**config.mk**
```make
export PLATFORM = sky130hd
export DESIGN_NAME = booth4_seq_mult
export DESIGN_NICKNAME = d
export VERILOG_FILES = /design/src/rtl/booth4_pkg.sv /design/src/rtl/booth4_digit_enc.sv /design/src/rtl/booth4_seq_mult.sv
export SDC_FILE = /design/constraint.sdc
export NUM_CORES = 1
export LEC_CHECK = 0
export BUFFER_PORTS_ARGS = -buffer_cell sky130_fd_sc_hd__buf_2
export CAP_MARGIN = 20
export CORE_UTILIZATION = 55
export CTS_CLUSTER_SIZE = 14
export DETAILED_ROUTE_END_ITERATION = 8
export HOLD_SLACK_MARGIN = 0.1
export PLACE_DENSITY = 0.75
export SYNTH_ARGS = -nofsm -noshare
export SYNTH_HDL_FRONTEND = slang
export SYNTH_SLANG_ARGS = --single-unit
```
**constraint.sdc**
```tcl
create_clock -name clk -period 10.34 [get_ports clk]
set_input_delay 0.517 -clock clk [delete_from_list [all_inputs] [get_ports clk]]
set_output_delay 0.517 -clock clk [all_outputs]
set_load 0.005 [all_outputs]
```
**src/rtl/booth4_pkg.sv**
```systemverilog
// Shared definitions for the radix-4 Booth mantissa multiplier datapaths.
package booth4_pkg;
    localparam int MANT_W     = 24;
    localparam int NUM_DIGITS = MANT_W / 2 + 1;

    typedef enum logic [1:0] {
        IDLE = 2'd0,
        RUN  = 2'd1,
        DONE = 2'd2
    } state_t;

    typedef struct packed {
        logic neg;
        logic one;
        logic two;
    } digit_sel_t;
endpackage

```
**src/rtl/booth4_digit_enc.sv**
```systemverilog
// Radix-4 Booth recoder: one 3-bit multiplier window to a digit select.
module booth4_digit_enc
    import booth4_pkg::*;
(
    input  logic [2:0] i_win,
    output digit_sel_t o_sel
);
    always_comb begin
        // 111 is a zero digit, so it must not request a negation
        o_sel.neg = i_win[2] & ~(i_win[1] & i_win[0]);
        o_sel.one = i_win[1] ^ i_win[0];
        o_sel.two = (i_win == 3'b011) | (i_win == 3'b100);
    end
endmodule

```
**src/rtl/booth4_seq_mult.sv**
```systemverilog
// Iterative radix-4 Booth multiplier: one partial product accumulated per cycle,
// with valid/ready handshakes on operand and product sides.
module booth4_seq_mult #(
    parameter int MANT_W = 24
) (
    input  logic                  clk,
    input  logic                  n_rst,
    input  logic                  in_valid,
    output logic                  in_ready,
    input  logic [MANT_W-1:0]     mant_a,
    input  logic [MANT_W-1:0]     mant_b,
    input  logic                  abort,
    output logic                  out_valid,
    input  logic                  out_ready,
    output logic [2*MANT_W-1:0]   product,
    output logic                  busy
);
    import booth4_pkg::*;

    localparam int ND    = MANT_W / 2 + 1;
    localparam int ACC_W = 2 * MANT_W + 2;
    localparam int BX_W  = MANT_W + 3;
    localparam int CNT_W = $clog2(ND);

    state_t              r_state;
    logic [CNT_W-1:0]    r_cnt;
    logic [MANT_W-1:0]   r_a;
    logic [BX_W-1:0]     r_bx;
    logic [ACC_W-1:0]    r_acc;
    logic [2*MANT_W-1:0] r_product;

    logic [2:0]          w_win;
    digit_sel_t          w_sel;
    logic [MANT_W+1:0]   w_mag;
    logic [ACC_W-1:0]    w_addend;
    logic [ACC_W-1:0]    w_sum;
    logic                w_last;

    assign w_win = 3'(r_bx >> {r_cnt, 1'b0});

    booth4_digit_enc u_enc (
        .i_win (w_win),
        .o_sel (w_sel)
    );

    // Negative digits invert the shifted magnitude and add 1 as the adder carry-in
    assign w_mag    = w_sel.two ? {1'b0, r_a, 1'b0} :
                      w_sel.one ? {2'b00, r_a}      : '0;
    assign w_addend = {ACC_W{w_sel.neg}} ^
                      ({{(ACC_W-MANT_W-2){1'b0}}, w_mag} << {r_cnt, 1'b0});
    assign w_sum    = r_acc + w_addend + {{(ACC_W-1){1'b0}}, w_sel.neg};
    assign w_last   = (r_cnt == CNT_W'(ND - 1));

    always_ff @(posedge clk or negedge n_rst) begin
        if (!n_rst) begin
            r_state   <= IDLE;
            r_cnt     <= '0;
            r_a       <= '0;
            r_bx      <= '0;
            r_acc     <= '0;
            r_product <= '0;
        end else if (abort) begin
            r_state   <= IDLE;
            r_cnt     <= '0;
            r_acc     <= '0;
            r_product <= '0;
        end else begin
            case (r_state)
                IDLE: begin
                    if (in_valid) begin
                        r_a     <= mant_a;
                        r_bx    <= {2'b00, mant_b, 1'b0};
                        r_acc   <= '0;
                        r_cnt   <= '0;
                        r_state <= RUN;
                    end
                end
                RUN: begin
                    r_acc <= w_sum;
                    if (w_last) begin
                        r_product <= w_sum[2*MANT_W-1:0];
                        r_state   <= DONE;
                    end else begin
                        r_cnt <= r_cnt + 1'b1;
                    end
                end
                DONE: begin
                    if (out_ready) r_state <= IDLE;
                end
                default: r_state <= IDLE;
            endcase
        end
    end

    assign in_ready  = (r_state == IDLE);
    assign out_valid = (r_state == DONE);
    assign busy      = (r_state == RUN) | (r_state == DONE);
    assign product   = r_product;

    // Unsigned operands never reach the two guard bits of the accumulator
    a_acc_guard: assert property (@(posedge clk) disable iff (!n_rst)
        (r_state == RUN && w_last && !abort) |-> (w_sum[ACC_W-1:2*MANT_W] == 2'b00));
endmodule
```
After elaboration in Yosys (flattened, before gate mapping)
Index checks and enable logic that the tools add are counted.

Add/subtract/negate cells: 3. Equal/unequal tests: 9. Shift-type cells: 2. Multiplexer cells: 17. Bitwise operators: 8. Reductions and logical operators: 9.

Operators with widths (number): $mux W48 (3); $mux W50 (2); $pmux W50 S2 (1); $add A50 B1 Y50 (1); $add A50 B50 Y50 (1); $shl A25 B5 Y50 (1); $xor A50 B50 Y50 (1); $mux W25 (1); $shr A25 B5 Y3 (1); $mux W24 (1); $mux W4 (3); $reduce_and A3 Y1 (3); $mux W2 (4); $pmux W4 S2 (1); $ne A3 B2 Y1 const B (2); $ne A3 B3 Y1 const B (2); $pmux W2 S3 (1); $add A4 B1 Y4 const B (1); $eq A4 B4 Y1 const B (1); $reduce_and A2 Y1 (2); $reduce_bool A2 Y1 (2); $eq A3 B2 Y1 const B (1); $eq A3 B3 Y1 const B (1); $reduce_bool A3 Y1 (1); other kinds (7) (10).

Bits in registers: 152. Bits of input ports: 53. Output and inout port bits: 51. Logic and storage cells: 54.

Depth between registers and ports, before layout
Gate-level depths: netlist of run 1.

Word-level depth: 11. Gate-level depth with buffers: 33. Depth with buffers taken out: 28.

By module
From an unflattened synthesis of run 1, not the netlist that was laid out.

Cells, all modules: 1088. Area, all modules: 10590.2 um^2.

Modules (own cells, without submodules): booth4_seq_mult (times used 1, cells each 1082, area an instance 10536.4 um^2, seq. area each 3753.6 um^2); booth4_digit_enc (times used 1, cells each 6, area an instance 53.8 um^2, seq. area each 0.0 um^2).

Least setup slack after synthesis of run 1
Ideal clock, no wire load.

Path kind: register -> register. Start point: register r_cnt[0]. End point: register r_product[45] (netlist: product[45]). Library setup time: 0.121 ns. Arrival: 6.263 ns. Required time: 10.219 ns. Path slack: 3.956 ns. Cell stages (with the launch flop): 31. Buffers on the path: 5. Period minus slack after synthesis: 6.384 ns. Cells stage by stage: dfrtp_1 buf_4 buf_6 buf_1 mux4_2 mux4_2 inv_1 ha_1 clkbuf_1 nand3b_1 nor2_1 o21a_1 nor4_1 and2_1 mux2i_1 mux2_2 o21ai_0 o21ai_0 xnor2_1 ha_1 clkbuf_1 nand4_1 nor2_1 nand2_1 or4_1 o211ai_1 o31ai_4 o211ai_1 a31oi_1 xnor2_1 a22o_1.

Word-level cells in the longest chain between the ends: 11. Elaborated cells on any way between the ends: 20. Classes of those cells: add/sub (2); eq/ne (3); shift (2); mux (5); bitwise (6); reduce/logical (2).

RTL lines: from (decl) (line booth4_seq_mult.sv:26) `logic [CNT_W-1:0] r_cnt;`; from (signal assigned) (line booth4_seq_mult.sv:84) `r_cnt <= r_cnt + 1'b1;`; $shr A25 B5 Y3 (line booth4_seq_mult.sv:39) `assign w_win = 3'(r_bx >> {r_cnt, 1'b0});`; $eq A3 B2 Y1, or another cell as far along (line booth4_digit_enc.sv:12) `o_sel.two = (i_win == 3'b011) | (i_win == 3'b100);`; $or A1 B1 Y1 / $mux W24 (equally long branches) (line booth4_digit_enc.sv:12, booth4_seq_mult.sv:48); $mux W25 (line booth4_seq_mult.sv:47) `assign w_mag = w_sel.two ? {1'b0, r_a, 1'b0} :`; $shl A25 B5 Y50 (line booth4_seq_mult.sv:50) `({{(ACC_W-MANT_W-2){1'b0}}, w_mag} << {r_cnt, 1'b0});`; $xor A50 B50 Y50 (line booth4_seq_mult.sv:49) `assign w_addend = {ACC_W{w_sel.neg}} ^`; $add A50 B50 Y50 (line booth4_seq_mult.sv:51) `assign w_sum = r_acc + w_addend + {{(ACC_W-1){1'b0}}, w_sel.neg};`; $add A50 B1 Y50 (line booth4_seq_mult.sv:51); $mux W48 (line booth4_seq_mult.sv:80) `if (w_last) begin`; $mux W48 (line booth4_seq_mult.sv:68) `case (r_state)`; $mux W48 (line booth4_seq_mult.sv:62) `end else if (abort) begin`; to (signal assigned) (line booth4_seq_mult.sv:81) `r_product <= w_sum[2*MANT_W-1:0];`; to (decl) (line booth4_seq_mult.sv:30) `logic [2*MANT_W-1:0] r_product;`.

Parallel ways exist; a longest one is shown, timed or not. The select of a mux whose other input is x is not followed. A chain may end at the register's enable or synchronous reset.

Worst setup path after layout of run 1
Start point: register r_cnt[0]. End point: register r_acc[46].

Word-level cells in the longest chain between the ends: 10. Elaborated cells on any way between the ends: 16. Classes of those cells: add/sub (2); eq/ne (2); shift (2); mux (4); bitwise (6).

RTL lines: $shr A25 B5 Y3 (line booth4_seq_mult.sv:39); $eq A3 B2 Y1, or another cell as far along (line booth4_digit_enc.sv:12); $or A1 B1 Y1 / $mux W24 (equally long branches) (line booth4_digit_enc.sv:12, booth4_seq_mult.sv:48); $mux W25 (line booth4_seq_mult.sv:47); $shl A25 B5 Y50 (line booth4_seq_mult.sv:50); $xor A50 B50 Y50 (line booth4_seq_mult.sv:49); $add A50 B50 Y50 (line booth4_seq_mult.sv:51); $add A50 B1 Y50 * (line booth4_seq_mult.sv:51); $pmux W50 S2 * (line booth4_seq_mult.sv:68); $mux W50 * (line booth4_seq_mult.sv:62); to (signal assigned) (line booth4_seq_mult.sv:79) `r_acc <= w_sum;`; to (decl) (line booth4_seq_mult.sv:29) `logic [ACC_W-1:0] r_acc;`.

Every way passes the cells marked *; elsewhere a longest branch is shown, timed or not.

==> results.json, run 1 <==
{
  "synth-xor-area-share": 0.0732,
  "ctsResizeCount": 0,
  "ant_nets": 0,
  "layout-drive-gt1-share": 0.200,
  "rsz0062_at_grt": "false",
  "crit_required_ns": 10.64,
  "die_area_mm2": 0.0210,
  "syn2layout_area_growth_pct": 11.2,
  "ioPinCount": 104,
  "track_usage": 0.289,
  "wl_per_cell_um": 19.8,
  "hold_class": "in2async",
  "synthTopCellsByArea": "dfrtp_1 33%, ha_1 6.7%, mux2_2 6.4%",
  "synth_cells": 1195,
  "synthMuxAreaShare": 0.135,
  "min_period_ns": 8.18,
  "vias": 9659,
  "core-area_mm2": 0.0198,
  "antenna_found_initial": 0,
  "fmax_mhz": 122,
  "yosysSeqAreaShare": 0.334,
  "vias_per_cell": 6.30,
  "postSynthAreaPerCell_um2": 9.41,
  "clkTransAtPathRegs_ns": 0.07,
  "cts.path.max_buffers": 2,
  "tns_ns": 0,
  "crit_start": "r_cnt[0]",
  "root_buffer": "clkbuf_16",
  "fin_crit_sh": 0.791,
  "place_congestion": 0.957,
  "hold_viol_final": 0,
  "synth_most_common_cell": "dfrtp_1",
  "synth_top_family_by_area": "compound AO/OA/AOI/OAI gates",
  "synthDominantCellAreaShare": 0.334,
  "critical_path_arrival_ns": 8.48,
  "wirelength_um": 30300,
  "worstReg2RegStart": "r_cnt[0]",
  "worst_hold_slack_ns": 0.103,
  "cts_htree_levels": 4,
  "max_cap_violations": 0,
  "postCtsSetupRepairBufs": 0,
  "synthArstFlopShare": 1.00,
  "rows": 51,
  "ys_top_cells_by_count": "150 x dfrtp_1, 100 x nand2_1, 83 x a21oi_1, 82 x a22o_1, 71 x nor2_1",
  "worst_slack_ns": 2.16,
  "synth.largest_area_cell": "dfrtp_1",
  "initial_core_util": 0.568,
  "first_pass_iters": 7,
  "drt_iter0_markers": 1123,
  "numCtsBuffers": 17,
  "diodes": 0,
  "crit_path_start_kind": "flip-flop",
  "synth_compound_area_frac": 0.224,
  "grt_max_degree": 79,
  "grt_pass1_vias": 9210,
  "clock-sinks": 150,
  "synth_nets": 1309,
  "grt_pass1_wl_um": 48800,
  "cp_max_fo": 44,
  "worstMarginPinSlew_ns": 1.03,
  "cts_tree": "yes",
  "synth_cell_type_count": 77,
  "ys_ff_latch": 150,
  "yosysWarnings": 0,
  "fp.dieW_um": 145,
  "finalMaxSlewViolations": 0,
  "synth_edf_count": 0,
  "post-dp-hpwl_um": 22000,
  "dp_slack_ns": 2.42,
  "drc": 0,
  "numPortBuffers": 103,
  "syn-cell-area_mm2": 0.0112,
  "design_area_mm2": 0.0125,
  "slew_headroom": 0.314,
  "synth-simple-area-share": 0.129,
  "synth_fa_ha_area_frac": 0.0685,
  "worstSetupPathType": "reg2reg",
  "run_status": "complete, no violations",
  "clkLatencyLatePin_ns": 0.44,
  "placed_area_mm2": 0.0119,
  "synthFlopType": "dfrtp_1",
  "grt.overflow.total": 0,
  "hold_buffers": 0,
  "fin_nets": 1368,
  "finClkSkew_ns": 0.0121,
  "setup_viol": 0,
  "die_y_um": 145,
  "crit_path_end_kind": "flip-flop"
}
per-stage QoR:
step / utilization / instances
global route: 0.632 / 1532
CTS: 0.632 / 1532
floorplan: - / 1195
finish: 0.632 / 1532
detailed placement: 0.602 / 1500
global placement: 0.602 / 1500
worst max-delay path, stage by stage (launching register included):
cell and delay [ns]:
dfrtp_2 1.04, inv_2 0.41, and3_1 0.30, mux4_2 0.47
ha_1 0.33, mux2i_4 0.18, buf_4 0.40, mux2i_1 0.50
mux2i_1 0.27, mux2i_1 0.38, a2bb2oi_1 0.35, nor2_1 0.11
xnor2_1 0.21, ha_1 0.45, nand2_1 0.06, o21ai_0 0.28
a221o_1 0.21, a21oi_2 0.07, o41ai_4 0.48, a32oi_2 0.26
o21ai_0 0.55, a21oi_1 0.14, nor4_1 0.39, o21ai_0 0.14
kinds of logic after synthesis:
kind of cell	count (synthesis)
compound gates	354
xor+xnor	94
fa+ha+maj	61
buf+inv	99
flops	150
mux	131
simple gates	306
flip-flops by register name, indices dropped and copies added, names as in the netlist:
name	cells
product	48
r_acc	48
r_a	24
r_bx	24
r_cnt	4
r_state	2
cells in the final DEF, fill, tap and decap left out, types with 8 or more instances in the layout:
cell,n
dfrtp_1,149
buf_2,102
nand2_1,100
a21oi_1,83
a22o_1,82
nor2_1,68
mux2_2,64
ha_1,60
xnor2_1,58
o21ai_0,57
mux2i_1,55
xor2_1,36
and2_1,27
inv_1,23
nand3_1,23
a21o_1,23
nor3_1,17
clkbuf_16,17
o22ai_1,12
nand4_1,12
buf_4,12
and3_1,11
nand2b_1,10
mux4_2,8
nor4_1,8
o211ai_1,8
o31ai_1,8
final timing paths:
check / endpoint / slack (ns) / cells after the start
worst min register to register: product[12] / 0.48 / 2
min in group clk: r_bx[5] / 0.31 / 2
worst max register to register: r_acc[46] / 2.16 / 23
worst max-delay path: r_acc[46] / 2.16 / 23
worst min-delay path: r_acc[11] / 0.10 / 1
max in group asynchronous: r_cnt[0] / 8.82 / 2
layout make-up:
class	count	area (µm²)
clock inverters	15	181
multi-input cells	946	7110
well taps	265	332
clock buffers	17	425
inverters	24	90.1
fillers	1685	7270
flip-flops and latches	150	3750
repair buffers	115	612
per-layer routing:
| layer | vias to the layer above | wire length [µm] | global-route usage | share of wire |
|---|---|---|---|---|
| li1 | 4542 | - | - | - |
| met1 | 4615 | 14000 | 0.420 | 0.46 |
| met2 | 433 | 13400 | 0.434 | 0.44 |
| met3 | 69 | 1980 | 0.0399 | 0.065 |
| met4 | 0 | 922 | 0.115 | 0.030 |
| met5 | - | 0 | 0 | 0 |
Power of run 1 is left out: the tool's default activity adds up to more than one toggle a clock period on the data nets, which glitch-free logic cannot reach.
==> run 2: changes to the inputs <==
--- a/config.mk
+++ b/config.mk
@@ -5,13 +5,14 @@
 export SDC_FILE = /design/constraint.sdc
 export NUM_CORES = 1
 export LEC_CHECK = 0
+export ABC_AREA = 1
 export BUFFER_PORTS_ARGS = -buffer_cell sky130_fd_sc_hd__buf_2
 export CAP_MARGIN = 20
 export CORE_UTILIZATION = 55
 export CTS_CLUSTER_SIZE = 14
 export DETAILED_ROUTE_END_ITERATION = 8
 export HOLD_SLACK_MARGIN = 0.1
-export PLACE_DENSITY = 0.75
+export PLACE_DENSITY = 0.78
 export SYNTH_ARGS = -nofsm -noshare
 export SYNTH_HDL_FRONTEND = slang
 export SYNTH_SLANG_ARGS = --single-unit
==> constraint.sdc (replaced) <==
create_clock -name clk -period 7.3 [get_ports clk]
set_input_delay 0.365 -clock clk [delete_from_list [all_inputs] [get_ports clk]]
set_output_delay 0.365 -clock clk [all_outputs]
set_load 0.005 [all_outputs]
==> run 2 against run 1 <==
  * Setup slack worse by 1.3 ns
  * Area after synthesis grew 2.7%
  * Non-clock buffer count up 4
  * Maximum frequency grew 27%
==> results.json, run 2 <==
{
  "synth_most_common_cell": "nand2_1",
  "critical_path.slowest_cell": "dfrtp_1",
  "synthDominantCellAreaShare": 0.325,
  "grt_max_degree": 79,
  "worstPathBufferInverterCount": 3,
  "cp_common_cell": "nand2_1",
  "cts_htree_levels": 4,
  "synth_cell_type_count": 53,
  "grt_pass1_wl_um": 59700,
  "run_status": "complete, no violations",
  "ys_ff_latch": 150,
  "rows": 52,
  "first_pass_iters": 6,
  "layout-drive-gt1-share": 0.132,
  "initial_core_util": 0.565,
  "ioPinCount": 104,
  "fin_nets": 1861,
  "slew_headroom": 0.446,
  "vias_per_cell": 5.76,
  "wirelength_um": 37100,
  "final_cell_mix": "507 x nand2_1, 151 x inv_1, 150 x dfrtp_1, 123 x nor2_1, 116 x o21ai_0",
  "die_y_um": 147,
  "hold_class": "in2reg",
  "hold_viol_final": 0,
  "post-dp-hpwl_um": 28400,
  "tns_ns": 0,
  "critical_path_arrival_ns": 6.76,
  "clock-sinks": 150,
  "crit_path_end_kind": "flip-flop",
  "postSynthAreaPerCell_um2": 6.90,
  "max_cap_violations": 0,
  "drc": 0,
  "grt_pass1_vias": 11200,
  "fin_crit_sh": 0.884,
  "cp_top_family": "compound AO/OA/AOI/OAI gates",
  "core-area_mm2": 0.0204,
  "antenna_found_initial": 0,
  "track_usage": 0.356,
  "wl_per_cell_um": 18.3,
  "postCtsSetupRepairBufs": 0,
  "clkTransAtPathRegs_ns": 0.07,
  "syn-cell-area_mm2": 0.0116,
  "synthFlopType": "dfrtp_1",
  "synthArstFlopShare": 1.00,
  "ant_nets": 0,
  "diodes": 0,
  "die_area_mm2": 0.0216,
  "finClkSkew_ns": 0.0114,
  "yosysSeqAreaShare": 0.325,
  "fp.dieW_um": 147,
  "worstSetupPathType": "reg2reg",
  "min_period_ns": 6.45,
  "yosysWarnings": 0,
  "numPortBuffers": 103,
  "synth.largest_area_cell": "dfrtp_1",
  "synthTopCellsByArea": "dfrtp_1 32%, nand2_1 17%, ha_1 6.5%",
  "syn2layout_area_growth_pct": 11.5,
  "synth_nets": 1789,
  "fill_cells": 1940,
  "cts.path.max_buffers": 2,
  "rsz0062_at_grt": "false",
  "numCtsBuffers": 17,
  "drt_iter0_markers": 1191,
  "crit_path_start_kind": "flip-flop",
  "synth_cells": 1675,
  "setup_viol": 0,
  "placed_area_mm2": 0.0122,
  "crit_required_ns": 7.61,
  "regArea_mm2": 0.00375,
  "cp_max_fo": 46,
  "cts_tree": "yes",
  "synth_edf_count": 0,
  "postLayoutCoreUtil": 0.631,
  "clkLatencyLatePin_ns": 0.44,
  "worstMarginPinSlew_ns": 0.826,
  "finalMaxSlewViolations": 0,
  "place_congestion": 1.00,
  "fmax_mhz": 155,
  "multi_input_area_mm2": 0.00691,
  "vias": 11700,
  "ys_top_cells_by_count": "508 x nand2_1, 151 x inv_1, 150 x dfrtp_1, 123 x nor2_1, 116 x o21ai_0",
  "design_area_mm2": 0.0129,
  "root_buffer": "clkbuf_16",
  "layout_commonest_cell": "nand2_1",
  "slowest_delay_ns": 0.84,
  "grt.overflow.total": 0
}
## run 2: worst register-to-register path, delay by kind of cell, from the launching register on
family	cells	cell delay [ns]
compound gates	12	1.95
simple gates	12	1.83
flops	1	0.84
fa+ha+maj	2	0.77
buf+inv	3	0.55
xor+xnor	2	0.38
## run 2: worst paths after layout
kind                                  start           to  slack (ns)  cells after the start
max in group asynchronous             n_rst    r_acc[40]        5.70                      4
min in group asynchronous             n_rst   product[3]        0.50                      2
worst max register to register     r_cnt[0]    r_acc[40]        0.85                     31
worst min-delay path             mant_b[22]     r_bx[23]        0.15                      2
worst max-delay path               r_cnt[0]    r_acc[40]        0.85                     31
worst min register to register  product[47]  product[47]        0.47                      2
## run 2: cell type report
class / count / area share
inverters: 161 / 0.0473
flip-flops and latches: 150 / 0.291
multi-input cells: 1298 / 0.536
clock inverters: 13 / 0.0131
repair buffers: 119 / 0.0516
well taps: 270 / 0.0262
clock buffers: 19 / 0.0344
## run 2: routing by layer
layer / track usage / routed length, µm
met5: 0 / 0
met4: 0.134 / 1290
met3: 0.0581 / 2710
met2: 0.570 / 16700
met1: 0.486 / 16400
## run 2: logic make-up (layout without fill, tap and decap cells)
kind of cell	Yosys count	count (layout)	share of synthesized area
muxes	27	27	0.0262
DFF	150	150	0.325
buffers and inverters	227	312	0.0784
xor gates and xnor gates	36	36	0.0273
and+or+nand+nor	807	807	0.293
adders and majority gates	61	61	0.0667
AOI/OAI and AO/OA	367	367	0.183
## run 2: repair_timing
item | in CTS | in global routing
gates resized for setup | 0 | 0
hold endpoints to repair | 72 | 0
hold buffers | 1 | 0
setup endpoints to repair | 0 | 0
## run 2: through the flow
step | hold slack [ns] | setup slack, ns | std cells
after detailed placement | 0.417 | 1.01 | 1996
after global placement | 0.409 | 1.13 | 1996
after floorplan | 0.0694 | 2.38 | 1675
after global routing | 0.145 | 0.215 | 2030
final | 0.154 | 0.846 | 2030
after CTS | 0.145 | 0.979 | 2029
Power of run 2 is left out for the same reason.
